<file path="src/rtl/bdc_pkg.sv">
// Shared types and constants for the barrel-distortion correction core.
// Reset coefficients are reused by the core itself.
package bdc_pkg;

    typedef enum logic [2:0] {
        S_IDLE,
        S_WAIT_SOF,
        S_RUN,
        S_DRAIN,
        S_RECOVER
    } state_e;

    localparam logic [1:0] CFG_K1 = 2'd0;
    localparam logic [1:0] CFG_K2 = 2'd1;
    localparam logic [1:0] CFG_CX = 2'd2;
    localparam logic [1:0] CFG_CY = 2'd3;

    localparam logic [15:0] K1_RST = 16'h0200;
    localparam logic [15:0] K2_RST = 16'h0040;

endpackage

</file>
<file path="src/rtl/bdc_cfg_regs.sv">
// Shadow/active coefficient and centre registers.
// Active set only changes on load_i; a same-cycle write lands in shadow only.
module bdc_cfg_regs
    import bdc_pkg::*;
#(
    parameter logic [15:0] CX_RST = 16'd960,
    parameter logic [15:0] CY_RST = 16'd540
) (
    input  logic        clk,
    input  logic        rst_n,
    input  logic        we_i,
    input  logic [1:0]  addr_i,
    input  logic [15:0] wdata_i,
    input  logic        load_i,
    output logic [15:0] k1_o,
    output logic [15:0] k2_o,
    output logic [15:0] cx_o,
    output logic [15:0] cy_o
);

    logic [15:0] sh_k1_q, sh_k2_q, sh_cx_q, sh_cy_q;
    logic [15:0] k1_q, k2_q, cx_q, cy_q;

    always_ff @(posedge clk or negedge rst_n) begin
        if (!rst_n) begin
            sh_k1_q <= K1_RST;
            sh_k2_q <= K2_RST;
            sh_cx_q <= CX_RST;
            sh_cy_q <= CY_RST;
            k1_q    <= K1_RST;
            k2_q    <= K2_RST;
            cx_q    <= CX_RST;
            cy_q    <= CY_RST;
        end else begin
            if (we_i) begin
                unique case (addr_i)
                    CFG_K1: sh_k1_q <= wdata_i;
                    CFG_K2: sh_k2_q <= wdata_i;
                    CFG_CX: sh_cx_q <= wdata_i;
                    CFG_CY: sh_cy_q <= wdata_i;
                endcase
            end
            if (load_i) begin
                k1_q <= sh_k1_q;
                k2_q <= sh_k2_q;
                cx_q <= sh_cx_q;
                cy_q <= sh_cy_q;
            end
        end
    end

    assign k1_o = k1_q;
    assign k2_o = k2_q;
    assign cx_o = cx_q;
    assign cy_o = cy_q;

endmodule

</file>
<file path="src/rtl/bdc_frame_controller.sv">
// Frame sequencer ahead of the BDC core: SOF gating, frame counting,
// frame-boundary config load and watchdog-driven core recovery.
module bdc_frame_controller
    import bdc_pkg::*;
#(
    parameter int WIDTH      = 1920,
    parameter int HEIGHT     = 1080,
    parameter int DATA_WIDTH = 24,
    parameter int TO_WIDTH   = 24,
    parameter int RST_CYCLES = 16
) (
    input  logic                  clk,
    input  logic                  rst_n,
    input  logic                  enable,
    input  logic                  cfg_we,
    input  logic [1:0]            cfg_addr,
    input  logic [15:0]           cfg_wdata,
    input  logic [DATA_WIDTH-1:0] s_tdata,
    input  logic                  s_tvalid,
    input  logic                  s_tuser,
    input  logic                  s_tlast,
    output logic                  s_tready,
    output logic [DATA_WIDTH-1:0] c_tdata,
    output logic                  c_tvalid,
    output logic                  c_tuser,
    output logic                  c_tlast,
    input  logic                  c_tready,
    input  logic                  m_tvalid,
    input  logic                  m_tready,
    input  logic                  m_tlast,
    output logic [15:0]           k1,
    output logic [15:0]           k2,
    output logic [15:0]           cx,
    output logic [15:0]           cy,
    output logic                  core_rst_n,
    output logic                  busy,
    output logic                  frame_done,
    output logic                  err_timeout,
    output logic                  err_short,
    input  logic                  err_clr,
    output logic [15:0]           drop_cnt
);

    localparam int TOTAL = WIDTH * HEIGHT;
    localparam int CW    = $clog2(TOTAL + 1);
    localparam int RW    = $clog2(RST_CYCLES + 1);
    localparam logic [CW-1:0] TOTAL_C = CW'(TOTAL);
    localparam logic [RW-1:0] RC_LAST = RW'(RST_CYCLES - 1);

    state_e              state_q, state_d;
    logic [CW-1:0]       cnt_q, cnt_d;
    logic [TO_WIDTH-1:0] wd_q, wd_d, wd_inc;
    logic [RW-1:0]       rc_q, rc_d;
    logic [15:0]         drop_q, drop_d;
    logic                to_q, to_d, short_q, short_d;
    logic                done_q, done_d, crst_q, crst_d;
    logic                to_set, short_set, load;
    logic                run_hs, m_hs;

    assign run_hs = s_tvalid & c_tready;
    assign m_hs   = m_tvalid & m_tready;
    assign wd_inc = wd_q + 1'b1;

    bdc_cfg_regs #(
        .CX_RST(16'(WIDTH / 2)),
        .CY_RST(16'(HEIGHT / 2))
    ) u_cfg (
        .clk    (clk),
        .rst_n  (rst_n),
        .we_i   (cfg_we),
        .addr_i (cfg_addr),
        .wdata_i(cfg_wdata),
        .load_i (load),
        .k1_o   (k1),
        .k2_o   (k2),
        .cx_o   (cx),
        .cy_o   (cy)
    );

    always_comb begin
        s_tready  = 1'b0;
        c_tvalid  = 1'b0;
        c_tdata   = '0;
        c_tuser   = 1'b0;
        c_tlast   = 1'b0;
        state_d   = state_q;
        cnt_d     = cnt_q;
        wd_d      = '0;
        rc_d      = '0;
        drop_d    = drop_q;
        load      = 1'b0;
        done_d    = 1'b0;
        to_set    = 1'b0;
        short_set = 1'b0;
        unique case (state_q)
            S_IDLE: begin
                if (enable) state_d = S_WAIT_SOF;
            end
            S_WAIT_SOF: begin
                // SOF is held off here so it reaches the core after the load
                s_tready = ~(s_tvalid & s_tuser);
                if (s_tvalid && !s_tuser && drop_q != 16'hFFFF)
                    drop_d = drop_q + 16'd1;
                if (!enable) begin
                    state_d = S_IDLE;
                end else if (s_tvalid && s_tuser) begin
                    load    = 1'b1;
                    cnt_d   = '0;
                    state_d = S_RUN;
                end
            end
            S_RUN: begin
                c_tvalid = s_tvalid;
                c_tdata  = s_tdata;
                c_tuser  = s_tuser;
                c_tlast  = s_tlast;
                s_tready = c_tready;
                wd_d     = (run_hs | m_hs) ? '0 : wd_inc;
                if (run_hs) begin
                    if (s_tuser && cnt_q != '0) begin
                        short_set = 1'b1;
                        cnt_d     = CW'(1);
                    end else begin
                        cnt_d = cnt_q + 1'b1;
                    end
                    if (cnt_d == TOTAL_C) state_d = S_DRAIN;
                end else if (!m_hs && wd_inc == '1) begin
                    to_set  = 1'b1;
                    state_d = S_RECOVER;
                end
            end
            S_DRAIN: begin
                wd_d = m_hs ? '0 : wd_inc;
                if (m_hs && m_tlast) begin
                    done_d  = 1'b1;
                    state_d = enable ? S_WAIT_SOF : S_IDLE;
                end else if (!m_hs && wd_inc == '1) begin
                    to_set  = 1'b1;
                    state_d = S_RECOVER;
                end
            end
            S_RECOVER: begin
                rc_d = rc_q + 1'b1;
                if (rc_q == RC_LAST) state_d = enable ? S_WAIT_SOF : S_IDLE;
            end
        endcase
        if (state_d != state_q) wd_d = '0;
        to_d    = (to_q & ~err_clr) | to_set;
        short_d = (short_q & ~err_clr) | short_set;
        crst_d  = (state_d != S_RECOVER);
    end

    always_ff @(posedge clk or negedge rst_n) begin
        if (!rst_n) begin
            state_q <= S_IDLE;
            cnt_q   <= '0;
            wd_q    <= '0;
            rc_q    <= '0;
            drop_q  <= '0;
            to_q    <= 1'b0;
            short_q <= 1'b0;
            done_q  <= 1'b0;
            crst_q  <= 1'b1;
        end else begin
            state_q <= state_d;
            cnt_q   <= cnt_d;
            wd_q    <= wd_d;
            rc_q    <= rc_d;
            drop_q  <= drop_d;
            to_q    <= to_d;
            short_q <= short_d;
            done_q  <= done_d;
            crst_q  <= crst_d;
        end
    end

    assign busy        = (state_q == S_RUN) || (state_q == S_DRAIN);
    assign frame_done  = done_q;
    assign core_rst_n  = crst_q;
    assign err_timeout = to_q;
    assign err_short   = short_q;
    assign drop_cnt    = drop_q;

endmodule
</file>
<file path="config.mk">
export PLATFORM = sky130hd
export DESIGN_NAME = bdc_frame_controller
export DESIGN_NICKNAME = d
export VERILOG_FILES = /design/src/rtl/bdc_pkg.sv /design/src/rtl/bdc_cfg_regs.sv /design/src/rtl/bdc_frame_controller.sv
export SDC_FILE = /design/constraint.sdc
export NUM_CORES = 1
export LEC_CHECK = 0
export CORE_ASPECT_RATIO = 1.1
export CORE_MARGIN = 4
export CORE_UTILIZATION = 55
export CTS_BUF_LIST = sky130_fd_sc_hd__clkbuf_8
export CTS_CLUSTER_DIAMETER = 120
export CTS_CLUSTER_SIZE = 28
export DETAILED_ROUTE_END_ITERATION = 16
export PLACE_DENSITY = 0.8
export SLEW_MARGIN = 10
export SYNTH_ARGS = -nofsm -noshare
export SYNTH_HDL_FRONTEND = slang
export SYNTH_SLANG_ARGS = --single-unit
</file>
<file path="constraint.sdc">
create_clock -name clk -period 3.37 [get_ports clk]
set_clock_uncertainty 0.1 [all_clocks]
set_input_delay 0.337 -clock clk [delete_from_list [all_inputs] [get_ports clk]]
set_output_delay 0.337 -clock clk [all_outputs]
set_load 0.05 [all_outputs]
</file>
# == Word-level counts from Yosys, hierarchy flattened ==
# Index checks and enable logic that the tools add are counted.
# classes
n_addsub,4
eq_ne,16
muxes,39
bitwise_logic,10
reduce_logical,19
# op_table
cell,n
21-bit 2-to-1 mux,6
24-bit 2-to-1 mux,4
24-bit one-hot mux with 2 select lines,1
21-bit one-hot mux with 2 select lines,1
"24-bit by 1-bit adder with 24-bit output, second input constant",1
"24-bit == test, second input constant",1
3-bit 2-to-1 mux,8
"21-bit by 1-bit adder with 21-bit output, second input constant",1
"21-bit == test, second input constant",1
21-bit nonzero test,1
"16-bit by 1-bit adder with 16-bit output, second input constant",1
"16-bit inequality test, second input constant",1
1-bit 2-to-1 mux,15
3-bit one-hot mux with 5 select lines,1
2-bit AND reduction,5
"3-bit by 2-bit == test with 1-bit output, second input constant",2
1-bit logical AND,6
"2-bit inequality test, second input constant",3
"5-bit by 1-bit adder with 5-bit output, second input constant",1
1-bit AND,5
"5-bit by 4-bit == test with 1-bit output, second input constant",1
5-bit 2-to-1 mux,1
"2-bit == test, second input constant",2
1-bit one-hot mux with 2 select lines,2
13 further kinds,17
# totals
regBits,201
in_bits,54
output_inout_bits,113
word_cells,105

# == Depth between registers and ports, before layout ==
# Gate-level depths: netlist (run 1).
# depth
ltp_word,11
ltp_mapped,10
depth_no_buf,9

# == Hierarchy ==
# A second synthesis (run 1) with hierarchy kept.
# unflattened
hier_cells,794
area_unflattened_um2,9308.9
# by_module_without_submodules
mod,n_inst,cells_per_inst,area_each_um2
bdc_cfg_regs,1,271,4793.3
bdc_frame_controller,1,523,4515.6

# == Least setup slack after synthesis (run 1) ==
# Ideal clock, no wire load.
# synth_path
path_type,flip-flop to flip-flop
startpoint,reg wd_q[0]
endpoint,reg state_q[1]
arrival_time_ns,2.227
t_required_ns,3.144
path_slack_ns,0.917
stages_incl_launch_ff,9
n_path_buf,0
period_less_slack_ns,2.453
path_cell_list,dfrtp_1 -> ha_1 -> xnor2_1 -> or4_1 -> a21oi_2 -> nand3_1 -> nor4_4 -> nand3_1 -> a221o_1
# synth_between
elab_chain_cells,6
# synth_lines
item,line,source
start: declaration,bdc_frame_controller.sv:52,"logic [TO_WIDTH-1:0] wd_q, wd_d, wd_inc;"
start signal: assignment,bdc_frame_controller.sv:167,wd_q <= wd_d;
24-bit by 1-bit adder with 24-bit output (*),bdc_frame_controller.sv:62,assign wd_inc = wd_q + 1'b1;
24-bit == test (*),"bdc_frame_controller.sv:127, bdc_frame_controller.sv:137",
1-bit logical AND (*),"bdc_frame_controller.sv:127, bdc_frame_controller.sv:137",
3-bit 2-to-1 mux (*),"bdc_frame_controller.sv:127, bdc_frame_controller.sv:137",
3-bit 2-to-1 mux (on tied branches),"bdc_frame_controller.sv:134, bdc_frame_controller.sv:119",
3-bit one-hot mux with 5 select lines (*),bdc_frame_controller.sv:95,unique case (state_q)
via state_d[1],bdc_frame_controller.sv:50,"state_e state_q, state_d;"
end signal: assignment,bdc_frame_controller.sv:165,state_q <= state_d;
end: declaration,bdc_frame_controller.sv:50,
# The timed path passes the listed nets; every way through them passes the cells marked *.
# A chain may end at the register's enable or synchronous reset.

# == Worst setup path in the final report (run 1) ==
# layout_path
startpoint,reg state_q[2]
endpoint,out c_tdata[22]
# layout_between
elab_chain_cells,2
# layout_lines
item,line,source
3-bit by 2-bit == test with 1-bit output,bdc_frame_controller.sv:95,
24-bit 2-to-1 mux,bdc_frame_controller.sv:95,
end: declaration,bdc_frame_controller.sv:23,"output logic [DATA_WIDTH-1:0] c_tdata,"
# Every way passes these cells.

==> flow_summary.json, run 1 <==
{
  "synth_edf_count": 0,
  "dpl.hpwl_um": 14200,
  "synthSimpleGateAreaFrac_pct": 15.5,
  "peakVddDrop_v": 0.000652,
  "ys_types": 61,
  "die_w_um": 131,
  "endpoint_kind": "output port",
  "arrival_ps": 2740,
  "start_util_pct": 56.2,
  "syn2layout_area_growth_pct": 22.8,
  "drt_iter0_markers": 444,
  "syn-num-nets": 834,
  "cpPeakStageDelay_ps": 810,
  "hold_slack_ps": 283,
  "p_per_area_nw_per_um2": 734,
  "drc": 0,
  "critical-path-top-delay-family": "buffers and inverters",
  "slew_violations": 0,
  "diodes": 0,
  "die_y_um": 144,
  "drive_gt1_share_pct": 20.8,
  "layout_setup_ws_ps": 190,
  "cp_num_buf_inv": 2,
  "cts.repair.resized": 0,
  "gp_congestion": 0.882,
  "tightest_slew_ps": 921,
  "worst_setup_path_start_kind": "flip-flop",
  "cts_buffers": 11,
  "multi_input_area_um2": 3950,
  "grt_max_degree": 85,
  "syn_avg_cell_area_um2": 11.9,
  "drt_pre_antenna_iters": 5,
  "setup_violations": 0,
  "clkSlewWorstSetupHoldPaths_ps": 170,
  "synthCells": 773,
  "row_count": 49,
  "status": "finished, final reports clean",
  "overflow": 0,
  "clkSinkCount": 201,
  "ios": 167,
  "core-area_um2": 16400,
  "grt_pass1_vias": 6570,
  "cp.required_ps": 2930,
  "hold_viol_final": 0,
  "synth-seq-cells": 201,
  "cts_tree": "yes",
  "timing.slew.headroom_pct": 38.0,
  "tns_ps": 0,
  "antenna_found_initial": 0,
  "fin_crit_ps": 3180,
  "cts_buffer_depth": 3,
  "post-place-ws_ps": 434,
  "viasPerCell": 5.70,
  "slowest_stage": "clkdlybuf4s50_1",
  "clock.fmax_ghz": 0.314,
  "power_leakage_nw": 4.75,
  "cp_max_fo": 25,
  "synthMuxAreaShare_pct": 15.9,
  "ctsHoldBuffers": 1,
  "synth_top_family_by_area": "multiplexers",
  "yosysSeqAreaShare_pct": 55.0,
  "synth_xor_area_share_pct": 4.00,
  "fin_crit_sh_pct": 94.4,
  "io_buffers": 166,
  "ys_async_sr_fraction_pct": 100,
  "track_usage_pct": 21.7,
  "yosys_warnings": 0,
  "num_vias": 6465,
  "dieArea_um2": 18900,
  "layout_common_cells": "dfrtp_1, clkdlybuf4s50_1, mux2_2",
  "min_path_type": "in2async",
  "final_nets": 988,
  "regArea_um2": 5060,
  "ant_nets": 0,
  "synth_compound_area_share_pct": 6.41,
  "critPathKind": "reg2out",
  "synth-adder-area-share_pct": 0.952,
  "htreeDepth": 1,
  "cap_violations": 0,
  "nFillCells": 1230,
  "post_cts_buffers": 0,
  "final_common_cell": "dfrtp_1",
  "wl_per_cell_um": 17.9,
  "crit_chain": "nand2b_1 > nor2_1 > buf_4 > and2_1 > clkdlybuf4s50_1",
  "wirelength_um": 20300,
  "rsz0062_at_grt": "no",
  "grt_pass1_wl_um": 34000,
  "synth_ff_type": "dfrtp_1",
  "syn_area_um2": 9200,
  "insertion_delay_ps": 510,
  "cts_root_buf": "clkbuf_8"
}
-- metrics by stage --
stage	utilization (%)	power [W]	std cells	instance area (um^2)
3_3_place_gp	67.7	0.00725	1117	11100
4_1_cts	69.0	0.00838	1135	11300
5_1_grt	69.0	0.00872	1135	11300
2_1_floorplan	-	0.00592	773	9200
3_5_place_dp	67.7	0.00731	1117	11100
6_report	69.0	0.00829	1135	11300
-- cell usage after synthesis, drive strengths merged, types with 7 or more instances --
library cell | number | area share, %
and3 | 14 | 0.95
nand4 | 16 | 1.3
nor2b | 15 | 1.0
ha | 7 | 0.95
a21oi | 17 | 0.97
o21ai | 28 | 1.5
clkbuf | 28 | 1.1
nor2 | 45 | 1.8
inv | 12 | 0.49
xnor2 | 24 | 2.3
nand2 | 47 | 1.9
nor4 | 12 | 1.1
buf | 11 | 0.69
o31ai | 10 | 0.82
xor2 | 18 | 1.7
dfstp | 21 | 6.0
nand3 | 30 | 1.8
nand3b | 7 | 0.57
dfrtp | 180 | 49
nor3 | 10 | 0.54
and2 | 29 | 2.0
mux2 | 129 | 16
-- flip-flops by register name, indices dropped and copies added, names as in the netlist, 3 cells and up --
signal / cells
wd_q: 24
cnt_q: 21
drop_cnt: 16
u_cfg.cx_o: 16
u_cfg.cy_o: 16
u_cfg.k1_o: 16
u_cfg.k2_o: 16
u_cfg.sh_cx_q: 16
u_cfg.sh_cy_q: 16
u_cfg.sh_k1_q: 16
u_cfg.sh_k2_q: 16
rc_q: 5
state_q: 3
-- worst paths after layout --
kind / from / end / slack, ps / cells past startpoint
min in group clk: err_clr / err_timeout$_DFF_PN0_ / 300 / 2
max: state_q[2]$_DFF_PN0_ / c_tdata[22] / 190 / 5
min reg2reg: rc_q[0]$_DFF_PN0_ / rc_q[0]$_DFF_PN0_ / 370 / 1
max reg2reg: cnt_q[1]$_DFFE_PN0P_ / state_q[0]$_DFF_PN0_ / 310 / 8
max in group asynchronous: rst_n / u_cfg.cx_o[6]$_DFFE_PN1P_ / 1990 / 3
min: rst_n / rc_q[4]$_DFF_PN0_ / 280 / 2
-- per-layer routing --
metal	part of all wire [%]	track usage (%)	up-vias
met1	42	28.2	3242
met3	7.1	5.88	24
met5	0	0	-
li1	-	-	3052
met2	49	37.0	147
met4	1.4	4.81	0
-- cell families (layout without fill, tap and decap cells) --
kind of cell | Yosys count | count (layout)
and+or+nand+nor | 252 | 252
DFF | 201 | 201
muxes | 130 | 130
AOI/OAI and AO/OA | 90 | 90
buffers and inverters | 51 | 209
xor gates and xnor gates | 42 | 42
adders and majority gates | 7 | 7
-- power by group --
group	switching, W	internal [W]	total [W]
registers	0.000358	0.00302	0.00337
logic	0.00245	0.00141	0.00386
clock network	0.000735	0.000327	0.00106
total	0.00354	0.00475	0.00829
-- area by class of cell --
class / count / area share (%)
Clock buffer: 11 / 1.34
Clock inverter: 6 / 0.432
Inverter: 12 / 0.399
Multi-Input combinational cell: 521 / 34.9
Sequential cell: 201 / 44.8
Tap cell: 204 / 2.26
Timing Repair Buffer: 180 / 15.9
-- worst reg2reg max path, stage by stage (launching register included) --
cell	delay, ps
dfrtp_1	490
ha_1	280
nand3_1	270
nor4_1	870
o211a_1	270
o221ai_1	140
nor4_1	260
o21ai_0	160
a21oi_1	180
No activity file was read; power rests on OpenSTA's default activity.
==> inputs of run 2 (changes only) <==
- CORE_UTILIZATION: 55 -> 25
- PLACE_DENSITY: 0.8 -> 0.41
==> run 2 against run 1 <==
Combinational power is 2% higher. Die area is 110% higher. Non-clock buffer count is 9 higher. Sequential share of layout area is 1.6 points lower. Global-route usage is 9.8 points lower. Final cell count is 26% higher. First-iteration DRC count is 36% lower. Critical path type is now reg2reg. Largest cell class unchanged. Largest power group unchanged.
==> flow_summary.json, run 2 (synthesis gave the netlist of run 1 again) <==
{
  "cp_num_buf_inv": 0,
  "layout_common_cells": "dfrtp_1, clkdlybuf4s50_1, mux2_2",
  "diodes": 0,
  "p_per_area_nw_per_um2": 719,
  "regMostFlops": "wd_q",
  "grt_max_degree": 71,
  "fin_crit_ps": 2810,
  "setup_violations": 0,
  "row_count": 73,
  "hold_viol_final": 0,
  "viasPerCell": 4.48,
  "cpPeakStageDelay_ps": 480,
  "crit_chain": "ha_1 > nand2_1 > or4_4 > a21oi_2 > nand3_1 > nor4_4 > a21o_2 > nor2_1",
  "largest_reg_flops": 24,
  "arrival_ps": 3140,
  "endpoint_kind": "flip-flop",
  "grt_pass1_vias": 6667,
  "power_leakage_nw": 4.84,
  "antenna_found_initial": 0,
  "cp_max_fo": 24,
  "drt_iter0_markers": 282,
  "ant_nets": 0,
  "cp.required_ps": 3700,
  "placed_area_um2": 11500,
  "slew_violations": 0,
  "clkSinkCount": 201,
  "final_common_cell": "dfrtp_1",
  "r2r_slack_ps": 560,
  "p_total_w": 0.00841,
  "core-area_um2": 36300,
  "peakVddDrop_v": 0.000368,
  "reg2reg_from": "wd_q[0]$_DFF_PN0_",
  "io_buffers": 166,
  "post_cts_buffers": 0,
  "hold_slack_ps": 263,
  "slowest_stage": "or4_4",
  "cts_buffers": 11,
  "insertion_delay_ps": 530,
  "die_w_um": 191,
  "top_regs": "wd_q (24), cnt_q (21)",
  "critical-path-top-delay-family": "simple AND/OR/NAND/NOR gates",
  "track_usage_pct": 11.9,
  "num_vias": 6400,
  "final_nets": 997,
  "drive_gt1_share_pct": 24.3,
  "min_path_type": "in2async",
  "cts_buffer_depth": 3,
  "wl_per_cell_um": 16.8,
  "drc": 0,
  "die_y_um": 209,
  "critPathKind": "reg2reg",
  "fin_crit_sh_pct": 83.5,
  "syn2layout_area_growth_pct": 27.2,
  "tightest_slew_ps": 697,
  "dp.cells": 1409,
  "cap_violations": 0,
  "gp_congestion": 0.748,
  "clock.fmax_ghz": 0.355,
  "cts_tree": "yes",
  "final_cell_count_no_fill": 1427,
  "timing.slew.headroom_pct": 53.3,
  "htreeDepth": 1,
  "rsz0062_at_grt": "no",
  "tns_ps": 0,
  "grt_pass1_wl_um": 38800,
  "start_util_pct": 25.4,
  "cts.repair.resized": 0,
  "ios": 167,
  "status": "finished, final reports clean",
  "wirelength_um": 24000,
  "dieArea_um2": 39900,
  "worst_setup_path_start_kind": "flip-flop",
  "overflow": 0,
  "final_area_um2": 11700,
  "clkSlewWorstSetupHoldPaths_ps": 190,
  "r2r-end": "wd_q[6]$_DFF_PN0_",
  "dpl.hpwl_um": 16900,
  "cts_root_buf": "clkbuf_8",
  "drt_pre_antenna_iters": 4,
  "ff2ff_path_depth": 8
}
[run 2: final cells by class]
| cell class | count | area [um^2] |
|---|---|---|
| clock buffer | 11 | 151 |
| clock inverter | 6 | 41.3 |
| fill | 3725 | 24600 |
| inverter | 12 | 45.0 |
| multi-input combinational | 521 | 3950 |
| sequential | 201 | 5060 |
| tap | 487 | 609 |
| timing repair buffer | 189 | 1850 |
[run 2: how the worst max path moves through the flow]
stage | slack (ps) | depth (start not counted) | to | start
after floorplan | 920 | 8 | state_q[1]$_DFF_PN0_ | wd_q[0]$_DFF_PN0_
after global placement | 490 | 8 | wd_q[3]$_DFF_PN0_ | m_tvalid
after detailed placement | 470 | 8 | wd_q[20]$_DFF_PN0_ | m_tvalid
after CTS | 510 | 8 | wd_q[20]$_DFF_PN0_ | wd_q[0]$_DFF_PN0_
after global routing | 270 | 8 | wd_q[20]$_DFF_PN0_ | wd_q[0]$_DFF_PN0_
final | 560 | 8 | wd_q[6]$_DFF_PN0_ | wd_q[0]$_DFF_PN0_
[run 2: metrics by stage]
step / setup slack, ps / utilization [%]
6_report: 556 / 32.3
2_1_floorplan: 917 / -
3_3_place_gp: 494 / 31.7
4_1_cts: 505 / 32.3
5_1_grt: 275 / 32.3
3_5_place_dp: 473 / 31.7
[run 2: timing repair]
action / 4_1_cts / 5_1_grt
endpoints found under the setup margin: 0 / 0
hold buffers: 1 / 0
hold endpoints to repair: 56 / 0
[run 2: worst reg2reg max path, cell delays in order (launching register included)]
cell and delay [ps]:
dfrtp_1 470, ha_1 280, nand2_1 220, or4_4 480
a21oi_2 170, nand3_1 130, nor4_4 280, a21o_2 480
nor2_1 110
[run 2: power by group]
| group | internal, W | switching, W |
|---|---|---|
| Combinational | 0.00143 | 0.00251 |
| Sequential | 0.00302 | 0.000335 |
| Clock | 0.000325 | 0.000794 |
[run 2: layer usage]
layer,vias to the layer above,track usage [%],share of wire (%)
met5,-,0,0
met4,0,1.98,1.2
met3,21,3.99,7.3
met2,99,19.5,48
met1,3205,15.5,44
li1,3075,-,-
==> inputs of run 3 (changes only) <==
- clock period: 3.37 -> 2.6 ns (I/O delays scaled with it)
==> run 3 against run 2 <==
First-iteration DRC count down 22%. Hold slack got worse by 110 ps. Setup slack worse by 430 ps. Via count up 4.3%. Non-clock buffer count increased by 53. Total power increased by 39%. Largest cell class unchanged. Combinational power grew 43%.
==> flow_summary.json, run 3 (synthesis gave the netlist of run 1 again) <==
{
  "cts_tree": "yes",
  "htreeDepth": 1,
  "largest_reg_flops": 24,
  "endpoint_kind": "flip-flop",
  "cp_max_fo": 12,
  "top_regs": "wd_q (24), cnt_q (21)",
  "gp_congestion": 0.761,
  "row_count": 73,
  "crit_start": "wd_q[0]$_DFF_PN0_",
  "final_nets": 1051,
  "dieArea_um2": 39900,
  "syn2layout_area_growth_pct": 37.1,
  "grt_max_degree": 65,
  "hold_slack_ps": 157,
  "io_buffers": 166,
  "antenna_found_initial": 0,
  "pwr-share-clk_pct": 14.2,
  "setup_violations": 0,
  "sw_frac_of_total_pct": 42.5,
  "die_y_um": 209,
  "dpl.hpwl_um": 17500,
  "min_path_type": "in2async",
  "ios": 167,
  "power_leakage_nw": 5.25,
  "cap_violations": 0,
  "layout_common_cells": "dfrtp_1, clkdlybuf4s50_1, mux2_2",
  "viasPerCell": 4.50,
  "seqPwrFrac_pct": 37.3,
  "overflow": 0,
  "tightest_slew_ps": 574,
  "wl_per_cell_um": 16.9,
  "p_per_area_nw_per_um2": 923,
  "insertion_delay_ps": 540,
  "fin_crit_sh_pct": 95.1,
  "core-area_um2": 36300,
  "drc": 0,
  "peakVddDrop_v": 0.000535,
  "timing.slew.headroom_pct": 61.6,
  "final_cell_count_no_fill": 1483,
  "nFillCells": 3660,
  "start_util_pct": 25.4,
  "rsz0062_at_grt": "yes",
  "regMostFlops": "wd_q",
  "cp.required_ps": 2920,
  "final_common_cell": "dfrtp_1",
  "cts_root_buf": "clkbuf_8",
  "fin_crit_ps": 2470,
  "drt_pre_antenna_iters": 5,
  "grt_pass1_vias": 7017,
  "p_total_w": 0.0116,
  "status": "finished, final reports clean",
  "clock.fmax_ghz": 0.405,
  "cts_buffers": 12,
  "clkSinkCount": 201,
  "die_w_um": 191,
  "track_usage_pct": 12.4,
  "diodes": 0,
  "slew_violations": 0,
  "drt_iter0_markers": 221,
  "combPwrFrac_pct": 48.5,
  "ant_nets": 0,
  "wirelength_um": 25100,
  "cts_buffer_depth": 3,
  "arrival_ps": 2790,
  "internal-power_w": 0.00670,
  "grt_pass1_wl_um": 40400,
  "regArea_um2": 5060,
  "num_vias": 6672,
  "clkSlewWorstSetupHoldPaths_ps": 150,
  "drive_gt1_share_pct": 30.5,
  "critPathKind": "reg2reg",
  "worst_setup_path_start_kind": "flip-flop",
  "hold_viol_final": 0,
  "dp.cells": 1454,
  "switchingPower_w": 0.00495,
  "reg2reg_from": "wd_q[0]$_DFF_PN0_",
  "multi_input_area_um2": 4030,
  "utilization_pct": 34.8
}
run 3: cell types whose count changed in the layout (fill, tap and decap cells not counted), moves of 3 or more:
cell             before  now
buf_12                6   32
buf_4                42   67
clkdlybuf4s50_1     139  136
dfrtp_1             180  174
dfrtp_2               0    6
run 3: critical path, cell delays in order, from the launching register on:
cell and delay (ps):
dfrtp_1 440, buf_4 160, inv_1 50, ha_1 140
nand4_1 100, or4_1 430, a21oi_2 140, nand3_1 140
nor4_4 220, a21o_4 220, clkbuf_16 170, nor2b_1 50
run 3: metrics by stage:
stage	setup TNS, ps	instance area (um^2)	setup WS (ps)
floorplan	0	9200	147
global placement	-10.7	12200	-10.7
detailed placement	-24.7	12200	-15.3
CTS	0	12400	37.2
global route	-87.0	12600	-55.5
finish	0	12600	128
run 3: cell type report:
type	instances	share of cell area, %
clock buffers	13	1.42
clock inverters	7	0.605
inverters	12	0.357
multi-input cells	521	31.9
flip-flops and latches	201	40.1
well taps	487	4.83
repair buffers	242	20.7
run 3: path summary, 6_finish.rpt:
| path | endpoint | cells after the start | slack (ps) |
|---|---|---|---|
| max in group asynchronous | u_cfg.sh_cx_q[6]$_DFFE_PN1P_ | 3 | 1480 |
| min | rc_q[2]$_DFF_PN0_ | 2 | 160 |
| max reg2reg | wd_q[23]$_DFF_PN0_ | 11 | 130 |
| max | wd_q[23]$_DFF_PN0_ | 11 | 130 |
| min in group clk | err_timeout$_DFF_PN0_ | 2 | 220 |
| min reg2reg | rc_q[0]$_DFF_PN0_ | 1 | 380 |
run 3: what timing repair did:
item | CTS | global route
cloned | 0 | 2
buffers inserted | 0 | 6
pin swaps | 0 | 7
resized for setup | 1 | 23
setup endpoints to repair | 2 | 54
hold endpoints to repair | 58 | 0
hold buffers | 1 | 0
run 3: power groups by stage:
stage                     Sequential, W  Combinational, W  Clock, W
after floorplan                 0.00603           0.00165         0
after global placement          0.00441           0.00560         0
after detailed placement        0.00441           0.00560         0
after CTS                       0.00436           0.00563   0.00180
after global routing            0.00447           0.00596   0.00188
final                           0.00434           0.00565   0.00165
run 3: metal layers:
layer	up-vias	track usage, %	share of wire (%)
li1	3195	-	-
met1	3358	16.5	45
met2	100	20.7	49
met3	19	3.19	5.5
met4	0	2.06	1.2
met5	-	0	0
